## src/rtl/axi_lite_master.sv

```systemverilog
// AXI4-Lite master: turns single cmd_* requests into one AXI4-Lite write or
// read transaction and reports completion on rsp_*.
//
// Ports
//   ACLK, ARESETn        clock (rising edge), asynchronous active-low reset
//   cmd_valid/cmd_ready  command handshake; cmd_ready is high only when idle
//   cmd_write            1 = write, 0 = read
//   cmd_addr/wdata/wstrb command payload, captured on acceptance
//   rsp_valid            one-cycle completion pulse
//   rsp_write            type of the completed transaction
//   rsp_rdata            last read data, held until the next read completes
//   AW*/W*/B*/AR*/R*     AXI4-Lite master channels
module axi_lite_master #(
  parameter int unsigned ADDR_WIDTH = 4,
  parameter int unsigned DATA_WIDTH = 32
) (
  input  logic                    ACLK,
  input  logic                    ARESETn,
  input  logic                    cmd_valid,
  output logic                    cmd_ready,
  input  logic                    cmd_write,
  input  logic [ADDR_WIDTH-1:0]   cmd_addr,
  input  logic [DATA_WIDTH-1:0]   cmd_wdata,
  input  logic [DATA_WIDTH/8-1:0] cmd_wstrb,
  output logic                    rsp_valid,
  output logic                    rsp_write,
  output logic [DATA_WIDTH-1:0]   rsp_rdata,
  output logic [ADDR_WIDTH-1:0]   AWADDR,
  output logic                    AWVALID,
  input  logic                    AWREADY,
  output logic [DATA_WIDTH-1:0]   WDATA,
  output logic [DATA_WIDTH/8-1:0] WSTRB,
  output logic                    WVALID,
  input  logic                    WREADY,
  input  logic                    BVALID,
  output logic                    BREADY,
  output logic [ADDR_WIDTH-1:0]   ARADDR,
  output logic                    ARVALID,
  input  logic                    ARREADY,
  input  logic [DATA_WIDTH-1:0]   RDATA,
  input  logic                    RVALID,
  output logic                    RREADY
);

  localparam int unsigned STRB_WIDTH = DATA_WIDTH / 8;

  typedef enum logic [2:0] {StIdle, StWrite, StWresp, StRaddr, StRdata} state_e;

  state_e                  state_q, state_d;
  logic                    aw_done_q, aw_done_d;
  logic                    w_done_q, w_done_d;
  logic [ADDR_WIDTH-1:0]   addr_q, addr_d;
  logic [DATA_WIDTH-1:0]   wdata_q, wdata_d;
  logic [STRB_WIDTH-1:0]   wstrb_q, wstrb_d;
  logic                    rsp_valid_q, rsp_valid_d;
  logic                    rsp_write_q, rsp_write_d;
  logic [DATA_WIDTH-1:0]   rsp_rdata_q, rsp_rdata_d;
  // Keeps cmd_ready low during reset and until the first clock after release.
  logic                    run_q;

  // All channel controls decode from registered state, so reset clears them at once.
  assign cmd_ready = run_q && (state_q == StIdle);
  assign AWVALID   = (state_q == StWrite) && !aw_done_q;
  assign WVALID    = (state_q == StWrite) && !w_done_q;
  assign BREADY    = (state_q == StWresp);
  assign ARVALID   = (state_q == StRaddr);
  assign RREADY    = (state_q == StRdata);
  assign AWADDR    = addr_q;
  assign ARADDR    = addr_q;
  assign WDATA     = wdata_q;
  assign WSTRB     = wstrb_q;
  assign rsp_valid = rsp_valid_q;
  assign rsp_write = rsp_write_q;
  assign rsp_rdata = rsp_rdata_q;

  always_ff @(posedge ACLK or negedge ARESETn) begin
    if (!ARESETn) begin
      state_q     <= StIdle;
      aw_done_q   <= 1'b0;
      w_done_q    <= 1'b0;
      addr_q      <= '0;
      wdata_q     <= '0;
      wstrb_q     <= '0;
      rsp_valid_q <= 1'b0;
      rsp_write_q <= 1'b0;
      rsp_rdata_q <= '0;
      run_q       <= 1'b0;
    end else begin
      state_q     <= state_d;
      aw_done_q   <= aw_done_d;
      w_done_q    <= w_done_d;
      addr_q      <= addr_d;
      wdata_q     <= wdata_d;
      wstrb_q     <= wstrb_d;
      rsp_valid_q <= rsp_valid_d;
      rsp_write_q <= rsp_write_d;
      rsp_rdata_q <= rsp_rdata_d;
      run_q       <= 1'b1;
    end
  end

  always_comb begin
    state_d     = state_q;
    aw_done_d   = aw_done_q;
    w_done_d    = w_done_q;
    addr_d      = addr_q;
    wdata_d     = wdata_q;
    wstrb_d     = wstrb_q;
    rsp_valid_d = 1'b0;
    rsp_write_d = rsp_write_q;
    rsp_rdata_d = rsp_rdata_q;

    unique case (state_q)
      StIdle: begin
        if (cmd_valid && cmd_ready) begin
          addr_d    = cmd_addr;
          wdata_d   = cmd_wdata;
          wstrb_d   = cmd_wstrb;
          aw_done_d = 1'b0;
          w_done_d  = 1'b0;
          state_d   = cmd_write ? StWrite : StRaddr;
        end
      end
      StWrite: begin
        aw_done_d = aw_done_q || (AWVALID && AWREADY);
        w_done_d  = w_done_q || (WVALID && WREADY);
        // Leave on the edge of the last handshake; flags are cleared for the next write.
        if (aw_done_d && w_done_d) begin
          aw_done_d = 1'b0;
          w_done_d  = 1'b0;
          state_d   = StWresp;
        end
      end
      StWresp: begin
        if (BVALID) begin
          rsp_valid_d = 1'b1;
          rsp_write_d = 1'b1;
          state_d     = StIdle;
        end
      end
      StRaddr: begin
        if (ARREADY) begin
          state_d = StRdata;
        end
      end
      StRdata: begin
        if (RVALID) begin
          rsp_rdata_d = RDATA;
          rsp_valid_d = 1'b1;
          rsp_write_d = 1'b0;
          state_d     = StIdle;
        end
      end
      default: state_d = StIdle;
    endcase
  end

endmodule
```

## config.mk

```make
export PLATFORM = sky130hd
export DESIGN_NAME = axi_lite_master
export DESIGN_NICKNAME = d
export VERILOG_FILES = /design/src/rtl/axi_lite_master.sv
export SDC_FILE = /design/constraint.sdc
export NUM_CORES = 1
export LEC_CHECK = 0
export CELL_PAD_IN_SITES_DETAIL_PLACEMENT = 0
export CELL_PAD_IN_SITES_GLOBAL_PLACEMENT = 1
export CORE_MARGIN = 2
export CORE_UTILIZATION = 31
export CTS_CLUSTER_SIZE = 10
export DETAILED_ROUTE_END_ITERATION = 7
export GPL_ROUTABILITY_DRIVEN = 0
export PLACE_DENSITY_LB_ADDON = 0.1
export SLEW_MARGIN = 20
export SYNTH_ARGS = -nofsm -noshare
export SYNTH_HDL_FRONTEND = slang
export SYNTH_SLANG_ARGS = --single-unit
```

## constraint.sdc

```tcl
create_clock -name ACLK -period 1.7 [get_ports ACLK]
set_input_delay 0.51 -clock ACLK [delete_from_list [all_inputs] [get_ports ACLK]]
set_output_delay 0.51 -clock ACLK [all_outputs]
set_load 0.05 [all_outputs]
```

== Yosys cells after proc, flatten, opt, wreduce, memory -nomap -nowiden ==
Index checks and enable logic that the tools add are counted.
Storage, ports and cells
  input bits: 81
  word-level logic and storage cells: 56
  flip-flop bits (word level): 80
  output and inout bits: 84
Operators by class
  muxes and demuxes: 18
  reduce and logical (&&, ||, !) cells: 19
  equal/unequal tests: 9
Operators with widths (count)
  $mux 3: 5
  $pmux 3 s5: 1
  $pmux 1 s2: 4
  $logic_and 1x1->1: 7
  $mux 1: 7
  $eq 3x2->1 const B: 2
  $ne 2x1->1 const B: 3
  $reduce_and 2->1: 3
  $reduce_and 5->1: 1
  $ne 2x2->1 const B: 2
  $reduce_bool 2->1: 2
  $eq 3x1->1 const B: 1
  $eq 3x3->1 const B: 1
  $logic_not 3->1: 1
  $reduce_and 3->1: 1
  $logic_not 1->1: 2
  $logic_or 1x1->1: 2
  $mux 2: 1

== Depth between registers and ports, before layout ==
Gate-level depths: netlist (run 1).
  depth in word-level cells: 7
  mapped depth: 6
  depth with buffers taken out: 4

== Worst setup path after synthesis (run 1) ==
No wires, ideal clock.
  path type: register -> output
  start: register state_q[1]
  end: output port WVALID
  buffers on the path: 0
  required time: 1190 ps
  cell stages (with the launch flop): 3
  arrival time: 1582 ps
  path slack: -392 ps
  path through: dfrtp_1 -> or3b_1 -> nor2_1
Between the ends
  word-level cells in the longest chain between the ends: 2
Ends and longest elaborated chain
  start: declaration: line 49  | state_e state_q, state_d;
  start signal: assignment: line 78  | state_q <= StIdle;
  start signal: assignment: line 89  | state_q <= state_d;
  $eq 3x1->1: line 64  | assign WVALID = (state_q == StWrite) && !w_done_q;
  $logic_and 1x1->1: line 64
  end: declaration: line 33  | output logic WVALID,
No other way between the ends.

== Final worst setup path (run 1) ==
  start: register state_q[2]
  end: output port WVALID
The elaborated chain is that of the path after synthesis.

==> key figures, run 1 <==
Clocking
  • CTS tree: yes
  • Worst skew pair latency: ~340 ps
  • Clock Sinks: 80
  • CTS Root Cell: clkbuf_8
  • Clk buf depth: 2
  • CTS H-tree depth: 3
  • Clk slew on worst S/H paths: 80 ps
  • TritonCTS Buffers: 9

STA
  • Fmax: 0.5083 GHz
  • Final setup margin: -267.2 ps
  • Setup_tns: -1247 ps
  • Final setup viols: 19
  • Fin crit share: 115.7%
  • Final worst path period need: 1967 ps
  • RSZ-0062 raised after global routing: yes
  • Final hold vios: 0
  • Clock skew: 7.431 ps
  • Max Slew Vio Count: 0

Floorplanning
  • I/O pin count: approximately 170
  • CORE AREA: a little over 10000 µm²
  • Die area: roughly 11000 µm²
  • Initial Utilization: 31.98%
  • # rows: 37
  • Die W: 107.2 µm
  • Chip height: ~110 µm

Yosys
  • Share of the synthesized area in the top cell type: 60.63%
  • Count leader, synth: dfrtp_1
  • Yosys top cell by area: dfrtp_1
  • Post-Syn Nets: 284
  • Sequential cell area fraction in the yosys report: 60.63%
  • Ys async rst share: 100.0%
  • Dominant synthesized flop cell: dfrtp_1
  • Main combinational cell family by area after synthesis: multiplexers
  • Synth warnings: 0
  • Syn Std Cell Area: 3302 µm²
  • Compound-gate portion of the synthesized area: 2.046%
  • Synthesis-stage register bit count: 80
  • Gate Count Post-Synth: 203
  • XOR/XNOR share of the synthesized area: 0%
  • Synth top area cells: dfrtp_1 (61%), mux2_4 (17%), mux2_2 (12%), buf_6 (2.0%), buf_4 (1.4%)
  • Post-synthesis mux area share: 28.76%
  • Avg Cell Area, Syn: around 16 µm²
  • Simple-gate share of the synthesized area: between 4 and 5%
  • Synth Area in Adders: 0%
  • Netlist cell types: 26
  • Commonest cells post-synth: dfrtp_1 (80), mux2_4 (37), mux2_2 (35)
  • Post-synth EDFFs: 0

Global routing
  • GRT Total Usage: 15.21%
  • Wire length of the first global-routing pass: 13.55 mm
  • Initial antenna violation count: 0
  • GRT overflow: 0
  • Vias in the first global route: 2527
  • Largest net degree at the start of global routing: just over 80

Cells and area
  • Post-layout net count: between 400 and 500
  • Layout area overhead: 96.51%
  • N_diodes: 0
  • Layout cells sized above 1: 54.39%
  • Final instance area: between 6000 and 7000 µm²
  • Final Util: 62.85%

Placed design
  • Placed Area: roughly 6000 µm²
  • Place WS: -309.7 ps
  • IO Port Bufs: 164
  • Post-DP HPWL: 6.113 mm

Worst setup path
  • Critical path capture point type: primary output
  • CP arrival: about 1500 ps
  • Largest fanout on the critical path: 3
  • CP Launch Type: register
  • Data required time of the critical path: 1190 ps
  • Setup Crit Path Kind: reg2out

Routing
  • Drt first pass iters: 4
  • WL final: around 8.8 mm
  • WL/cell: 16.39 µm
  • DR iter-0 viols: 67
  • Drt via density: 4.400
  • Vias: ~2400
  • Post-DRT Antenna Nets: 0
  • DRC: 0

Power
  • Cell Pwr Density: 2326 nW/µm²
  • Clock share of power: 9.2%
  • Psw: about 6.4 mW
  • Peak VDD IR: 1.221 mV
  • Sequential power share: 25.3%
  • Sw Share: 42.27%
  • Logic pwr share: 65.6%
  • Pleak: 2.967 nW
  • Pint: 8.715 mW

Hold path
  • Worst hold-check path type: in2async

Run status
  • Outcome: finished with violations
  • Violated checks: setup timing

Job
  • Max-cap viol count: 0
-- registers in the layout, summed over array words and instances, names as in the netlist --
name,count
run_q,1
rsp_rdata,32
ARADDR,4
w_done_q,1
state_q,3
WDATA,32
rsp_valid,1
WSTRB,4
aw_done_q,1
rsp_write,1
-- cells in the final DEF (no fill, tap or decap), types with 3 or more instances in the layout --
cell	instances
clkdlybuf4s50_1	79
buf_12	90
dfrtp_1	80
nand2_1	3
buf_6	6
nor2_4	5
clkbuf_16	4
buf_4	14
clkbuf_8	9
mux2_4	37
mux2_2	35
nor2_1	5
-- per-layer routing --
| metal | share of wire, % | global-route usage, % | up-vias | wire length, µm |
|---|---|---|---|---|
| met3 | 11 | 5.897 | 11 | 923 |
| met2 | 47 | 23.33 | 110 | 4142 |
| li1 | - | - | 1082 | - |
| met1 | 41 | 19.54 | 1151 | 3582 |
| met4 | 1.4 | 5.380 | 0 | 121 |
| met5 | 0 | 0 | - | 0 |
-- logic make-up after synthesis --
| group | count (synthesis) |
|---|---|
| AOI/OAI and AO/OA | 10 |
| buffers and inverters | 16 |
| DFF | 80 |
| muxes | 72 |
| other | 1 |
| and+or+nand+nor | 24 |
-- per-stage QoR --
| stage | instances | total power, mW | hold WS (ps) |
|---|---|---|---|
| floorplan | 203 | 8.291 | 214.4 |
| global placement | 509 | 13.39 | 544.9 |
| detailed placement | 509 | 13.48 | 558.5 |
| CTS | 528 | 15.08 | 194.7 |
| global route | 535 | 15.69 | 206.9 |
| finish | 535 | 15.10 | 178.4 |
-- power groups by stage --
stage / Combinational (mW) / Sequential, mW / Clock, mW
floorplan: 1.97 / 6.32 / 0
global placement: 9.58 / 3.81 / 0
detailed placement: 9.64 / 3.84 / 0
CTS: 9.80 / 3.83 / 1.45
global route: 10.2 / 3.95 / 1.52
finish: 9.90 / 3.82 / 1.38
-- worst max-delay path: stages, from the launching register on --
cell and delay [ps]:
dfrtp_1 400, or3b_4 450, nor2_4 130, buf_12 140
-- cell type report --
class                   instances  area, µm²
inverters                       3      11.26
clock inverters                 5      56.30
fillers                       775       3835
multi-input cells             107       1252
repair buffers                193       2865
flip-flops and latches         80       2002
clock buffers                  11      131.4
well taps                     136      170.2
-- final timing paths --
check                                           from                   endpoint  slack [ps]  cells past startpoint
setup / recovery              state_q[2]$_DFFE_PN0P_                     WVALID        -270                      3
hold / removal                               ARESETn      aw_done_q$_DFFE_PN0P_         180                      2
setup reg to reg              state_q[2]$_DFFE_PN0P_      WDATA[26]$_DFFE_PN0P_         -10                      6
hold reg to reg            rsp_rdata[20]$_DFFE_PN0P_  rsp_rdata[20]$_DFFE_PN0P_         580                      1
max in group asynchronous                    ARESETn  rsp_rdata[11]$_DFFE_PN0P_        1170                      2
min in group ACLK          rsp_rdata[20]$_DFFE_PN0P_  rsp_rdata[20]$_DFFE_PN0P_         580                      1
-- repair_timing --
action | 4_1_cts | 5_1_grt
gates cloned | 0 | 4
pin swaps | 5 | 8
hold buffers | 0 | 0
endpoints found under the setup margin | 38 | 74
resized for setup | 13 | 9
buffers inserted | 3 | 4
No activity file was read; power rests on OpenSTA's default activity.
==> inputs of run 2 (changes only) <==
CELL_PAD_IN_SITES_DETAIL_PLACEMENT = 2   (was 0)
CELL_PAD_IN_SITES_GLOBAL_PLACEMENT = 2   (was 1)
CORE_UTILIZATION = 26   (was 31)
==> key figures, run 2 (synthesis results as in run 1) <==
Run status
  • Outcome: finished with violations
  • Violated checks: setup timing

Global routing
  • GRT Total Usage: ~15%
  • Initial antenna violation count: 0
  • GRT overflow: 0
  • Wire length of the first global-routing pass: 15.34 mm
  • Largest net degree at the start of global routing: 38
  • Vias in the first global route: around 2800

STA
  • Fin crit share: 121.1%
  • Final hold vios: 0
  • Final worst path period need: ~2100 ps
  • Fmax: 0.4858 GHz
  • Setup_tns: -3148 ps
  • Clock skew: just over 7 ps
  • Max Slew Vio Count: 0
  • Hold_ws: 19.82 ps
  • RSZ-0062 raised after global routing: yes
  • Final setup margin: -358.4 ps
  • Final setup viols: 45

Floorplanning
  • Die area: 13620 µm²
  • I/O pin count: 165
  • Initial Utilization: 26.38%
  • Chip height: 116.7 µm
  • Die W: 116.7 µm
  • CORE AREA: 12520 µm²
  • # rows: 41

Worst setup path
  • CP arrival: 1550 ps
  • Crit path largest cell delay: 410 ps
  • CP max stage cell: or3b_4
  • CP Launch Type: register
  • Crit path cell chain: buf_4 -> or3b_4 -> nor2_4 -> buf_12
  • Data required time of the critical path: 1190 ps
  • Largest fanout on the critical path: 3
  • Setup Crit Path Kind: reg2out
  • Critical path capture point type: primary output

Placed design
  • IO Port Bufs: 164
  • Placed Area: 6127 µm²
  • Post-DP HPWL: 7.729 mm

Cells and area
  • Fillers: 1171
  • N_diodes: 0
  • Layout cells sized above 1: 55.33%
  • Commonest non-fill, non-tap cell in the layout: buf_12
  • Most frequent cells in the layout: buf_12 (89), dfrtp_1 (79), clkdlybuf4s50_1 (78)
  • Final instance area: 6646 µm²
  • Post-layout net count: around 480
  • Layout area overhead: 101.3%

Hold path
  • Worst hold-check path type: in2async

Routing
  • DRC: 0
  • DR iter-0 viols: 51
  • Vias: 2486
  • Drt via density: 4.323
  • Drt first pass iters: 3
  • WL/cell: 19.07 µm
  • WL final: 10.97 mm
  • Post-DRT Antenna Nets: 0

Power
  • Peak VDD IR: 1.127 mV
  • Cell Pwr Density: 2363 nW/µm²
  • Pleak: a little over 3 nW
  • Pwr Total: 15.71 mW

Clocking
  • CTS tree: yes
  • Clk slew on worst S/H paths: 60 ps
  • TritonCTS Buffers: 9
  • Clock Sinks: 80
  • Hold buffer count at CTS: 0
  • CTS Root Cell: clkbuf_16
  • Worst skew pair latency: between 300 and 400 ps
  • CTS H-tree depth: 3
  • Clk buf depth: 2

Job
  • Max-cap viol count: 0
[run 2: final timing paths]
kind                                           start                   endpoint  slack, ps  depth (start not counted)
setup / recovery              state_q[0]$_DFFE_PN0P_                     WVALID       -360                          4
hold reg to reg            rsp_rdata[21]$_DFFE_PN0P_  rsp_rdata[21]$_DFFE_PN0P_        580                          1
max in group asynchronous                    ARESETn      WDATA[12]$_DFFE_PN0P_       1190                          2
min in group ACLK          rsp_rdata[21]$_DFFE_PN0P_  rsp_rdata[21]$_DFFE_PN0P_        580                          1
hold / removal                               ARESETn  rsp_rdata[15]$_DFFE_PN0P_         20                          1
setup reg to reg              state_q[0]$_DFFE_PN0P_       WDATA[6]$_DFFE_PN0P_        -70                          6
[run 2: cell type report]
type / count / area [µm²] / area share [%]
sequential: 80 / 2003 / 30.14
inverter: 3 / 11.26 / 0.1694
multi-input combinational: 108 / 1274 / 19.16
clock inverter: 5 / 32.53 / 0.4895
tap: 172 / 215.2 / 3.238
timing repair buffer: 196 / 2868 / 43.15
clock buffer: 11 / 242.7 / 3.652
[run 2: what timing repair did]
item / 4_1_cts / 5_1_grt
endpoints found under the hold margin: 0 / 0
buffers inserted: 4 / 3
setup endpoints to repair: 7 / 50
pin swaps: 3 / 3
gates cloned: 0 / 5
gates resized for setup: 14 / 13
[run 2: through the flow]
step	utilization (%)	setup slack (ps)	cells
4_1_cts	51.78	-375.4	568
5_1_grt	53.10	-417.7	575
3_3_place_gp	48.95	-307.4	549
6_report	53.10	-358.4	575
3_5_place_dp	48.95	-335.9	549
2_1_floorplan	-	-263.8	203
[run 2: power by group]
group | internal, mW | switching (mW)
Combinational | 5.23 | 4.77
Clock | 1.02 | 0.811
Sequential | 2.81 | 1.06
Total | 9.06 | 6.64
[run 2: layer usage]
layer	vias to the layer above	share of wire, %	track usage [%]
li1	1096	-	-
met1	1268	39	17.55
met2	109	51	25.51
met3	13	8.9	6.487
met4	0	1.8	6.353
met5	-	0	0
[run 2: critical path, delay by kind of cell, from the launching register on]
family / cells / cell delay, ps
buf+inv: 2 / 280
simple gates: 2 / 550
flops: 1 / 390
==> inputs of run 3 (changes only) <==
GPL_TIMING_DRIVEN = 1   (was default)
clock period = 2.3 ns   (was 1.7 ns; I/O delays follow)
==> key figures, run 3 (synthesis results as in run 1) <==
Run status
  • Outcome: complete, no violations

STA
  • Tightest Pin Transition: 554.9 ps
  • Slew HR: 62.89%
  • Final hold vios: 0
  • Fin crit share: 98.25%
  • Final setup viols: 0
  • Fmax: around 0.44 GHz
  • Max Slew Vio Count: 0
  • Final worst path period need: ~2300 ps
  • Clock skew: 6.865 ps
  • RSZ-0062 raised after global routing: yes

Routing
  • DR iter-0 viols: 55
  • Drt via density: 4.179
  • WL final: 9.408 mm
  • DRC: 0
  • Post-DRT Antenna Nets: 0
  • Vias: 2307
  • WL/cell: approximately 17 µm
  • Drt first pass iters: 4

Clocking
  • Setup bufs post-CTS: 0
  • Clock Sinks: 80
  • CTS Root Cell: clkbuf_16
  • Clk buf depth: 2
  • CTS tree: yes
  • TritonCTS Buffers: 9
  • CTS H-tree depth: 3
  • Clk slew on worst S/H paths: ~60 ps
  • Worst skew pair latency: 340 ps

Power
  • Logic pwr share: 57.6%
  • Clock share of power: between 15 and 20%
  • Pwr Total: 9.681 mW
  • Sw Share: between 40% and 50%
  • Pint: 5.358 mW
  • Sequential power share: 25.3%
  • Psw: roughly 4.3 mW
  • Cell Pwr Density: 1744 nW/µm²
  • Pleak: 2.477 nW
  • Peak VDD IR: between 0.7 and 0.8 mV

Cells and area
  • Post-layout net count: 456
  • Area of the multi-input gates: 1174 µm²
  • Commonest non-fill, non-tap cell in the layout: clkdlybuf4s50_1
  • Layout cells sized above 1: 30.00%
  • Layout area overhead: 68.09%
  • Fillers: 1278
  • N_diodes: 0
  • FF/Latch Area: about 2000 µm²
  • Most frequent cells in the layout: clkdlybuf4s50_1 (153), dfrtp_1 (80), mux2_4 (37)
  • Finished Layout Cells: about 550
  • Final Util: 44.34%

Global routing
  • Wire length of the first global-routing pass: 14.20 mm
  • GRT Total Usage: 14.22%
  • Largest net degree at the start of global routing: 46
  • Initial antenna violation count: 0
  • Vias in the first global route: 2577
  • GRT overflow: 0

Floorplanning
  • CORE AREA: 12520 µm²
  • Initial Utilization: a little over a quarter
  • Chip height: 116.7 µm
  • # rows: 41
  • Die W: between 100 and 150 µm
  • Die area: 13620 µm²
  • I/O pin count: 165

Worst setup path
  • Critical path capture point type: primary output
  • RR Endpoint: WDATA[15]$_DFFE_PN0P_
  • R2R Setup Slk: 500 ps
  • CP Launch Type: register
  • Crit path buffers/inverters: 1
  • Largest fanout on the critical path: 5
  • Crit path cell chain: or3b_1 -> nor2_1 -> buf_12
  • CP arrival: roughly 1600 ps
  • Reg2Reg Launch Point: state_q[0]$_DFFE_PN0P_
  • Data required time of the critical path: about 1600 ps
  • Largest delay contributor family on the critical path: simple AND/OR/NAND/NOR gates
  • CP max stage cell: or3b_1
  • Worst R2R Path Depth: 5
  • Crit path largest cell delay: 470 ps
  • Setup Crit Path Kind: reg2out

Placed design
  • IO Port Bufs: roughly 160
  • Post-DP HPWL: 7.050 mm
  • Dpl cells: 536

Hold path
  • Worst hold-check path type: in2async

Job
  • Max-cap viol count: 0
-- run 3: cell count changes in the layout (fill, tap and decap cells not counted), moves of 5 or more --
cell             previous run  this run
nor2_1                      4         9
buf_4                      18        12
nor2_4                      5         0
buf_12                     89         9
buf_6                       6         0
clkdlybuf4s50_1            78       153
-- run 3: per-layer routing --
| layer | wire length (µm) | GRT usage (%) | vias up |
|---|---|---|---|
| li1 | - | - | 1044 |
| met1 | 3784 | 16.61 | 1142 |
| met2 | 4359 | 22.04 | 108 |
| met3 | 1076 | 7.265 | 13 |
| met4 | 189 | 6.118 | 0 |
| met5 | 0 | 0 | - |
-- run 3: layout make-up --
| class | instances | area share (%) |
|---|---|---|
| inverter | 3 | 0.2029 |
| clock buffer | 11 | 4.373 |
| timing repair buffer | 174 | 32.46 |
| multi-input combinational | 107 | 21.15 |
| sequential | 80 | 36.07 |
| clock inverter | 5 | 1.871 |
| tap | 172 | 3.877 |
-- run 3: worst max-delay path by stage --
stage,start,end,depth (start not counted)
finish,state_q[2]$_DFFE_PN0P_,AWVALID,3
global route,state_q[2]$_DFFE_PN0P_,AWVALID,3
CTS,state_q[2]$_DFFE_PN0P_,AWVALID,3
detailed placement,WREADY,state_q[1]$_DFFE_PN0P_,5
global placement,WREADY,state_q[1]$_DFFE_PN0P_,5
floorplan,state_q[1]$_DFFE_PN0P_,WVALID,2
-- run 3: power by group through the flow --
stage / Sequential, mW / Combinational, mW / Clock, mW
final: 2.44 / 5.58 / 1.66
after global routing: 2.53 / 5.82 / 1.78
after CTS: 2.46 / 5.64 / 1.72
after detailed placement: 2.47 / 5.62 / 0
after global placement: 2.43 / 5.56 / 0
after floorplan: 4.67 / 1.44 / 0
-- run 3: worst register-to-register path, cell delays in order (launching register included) --
cell	delay (ps)
dfrtp_1	380
buf_4	170
nor4b_4	410
nand2_4	180
buf_4	240
mux2_4	310
-- run 3: what timing repair did --
action,4_1_cts,5_1_grt
hold buffers,0,0
endpoints found under the setup margin,1,2
resized for setup,1,0
-- run 3: through the flow --
step	area [µm²]	hold slack, ps	setup WS [ps]	TNS (ps)
2_1_floorplan	3302	394.4	27.60	0
4_1_cts	5550	251.4	11.50	0
6_report	5550	249.3	40.25	0
3_5_place_dp	5201	494.7	58.37	0
5_1_grt	5550	259.0	-49.70	-93.25
3_3_place_gp	5201	487.2	82.43	0
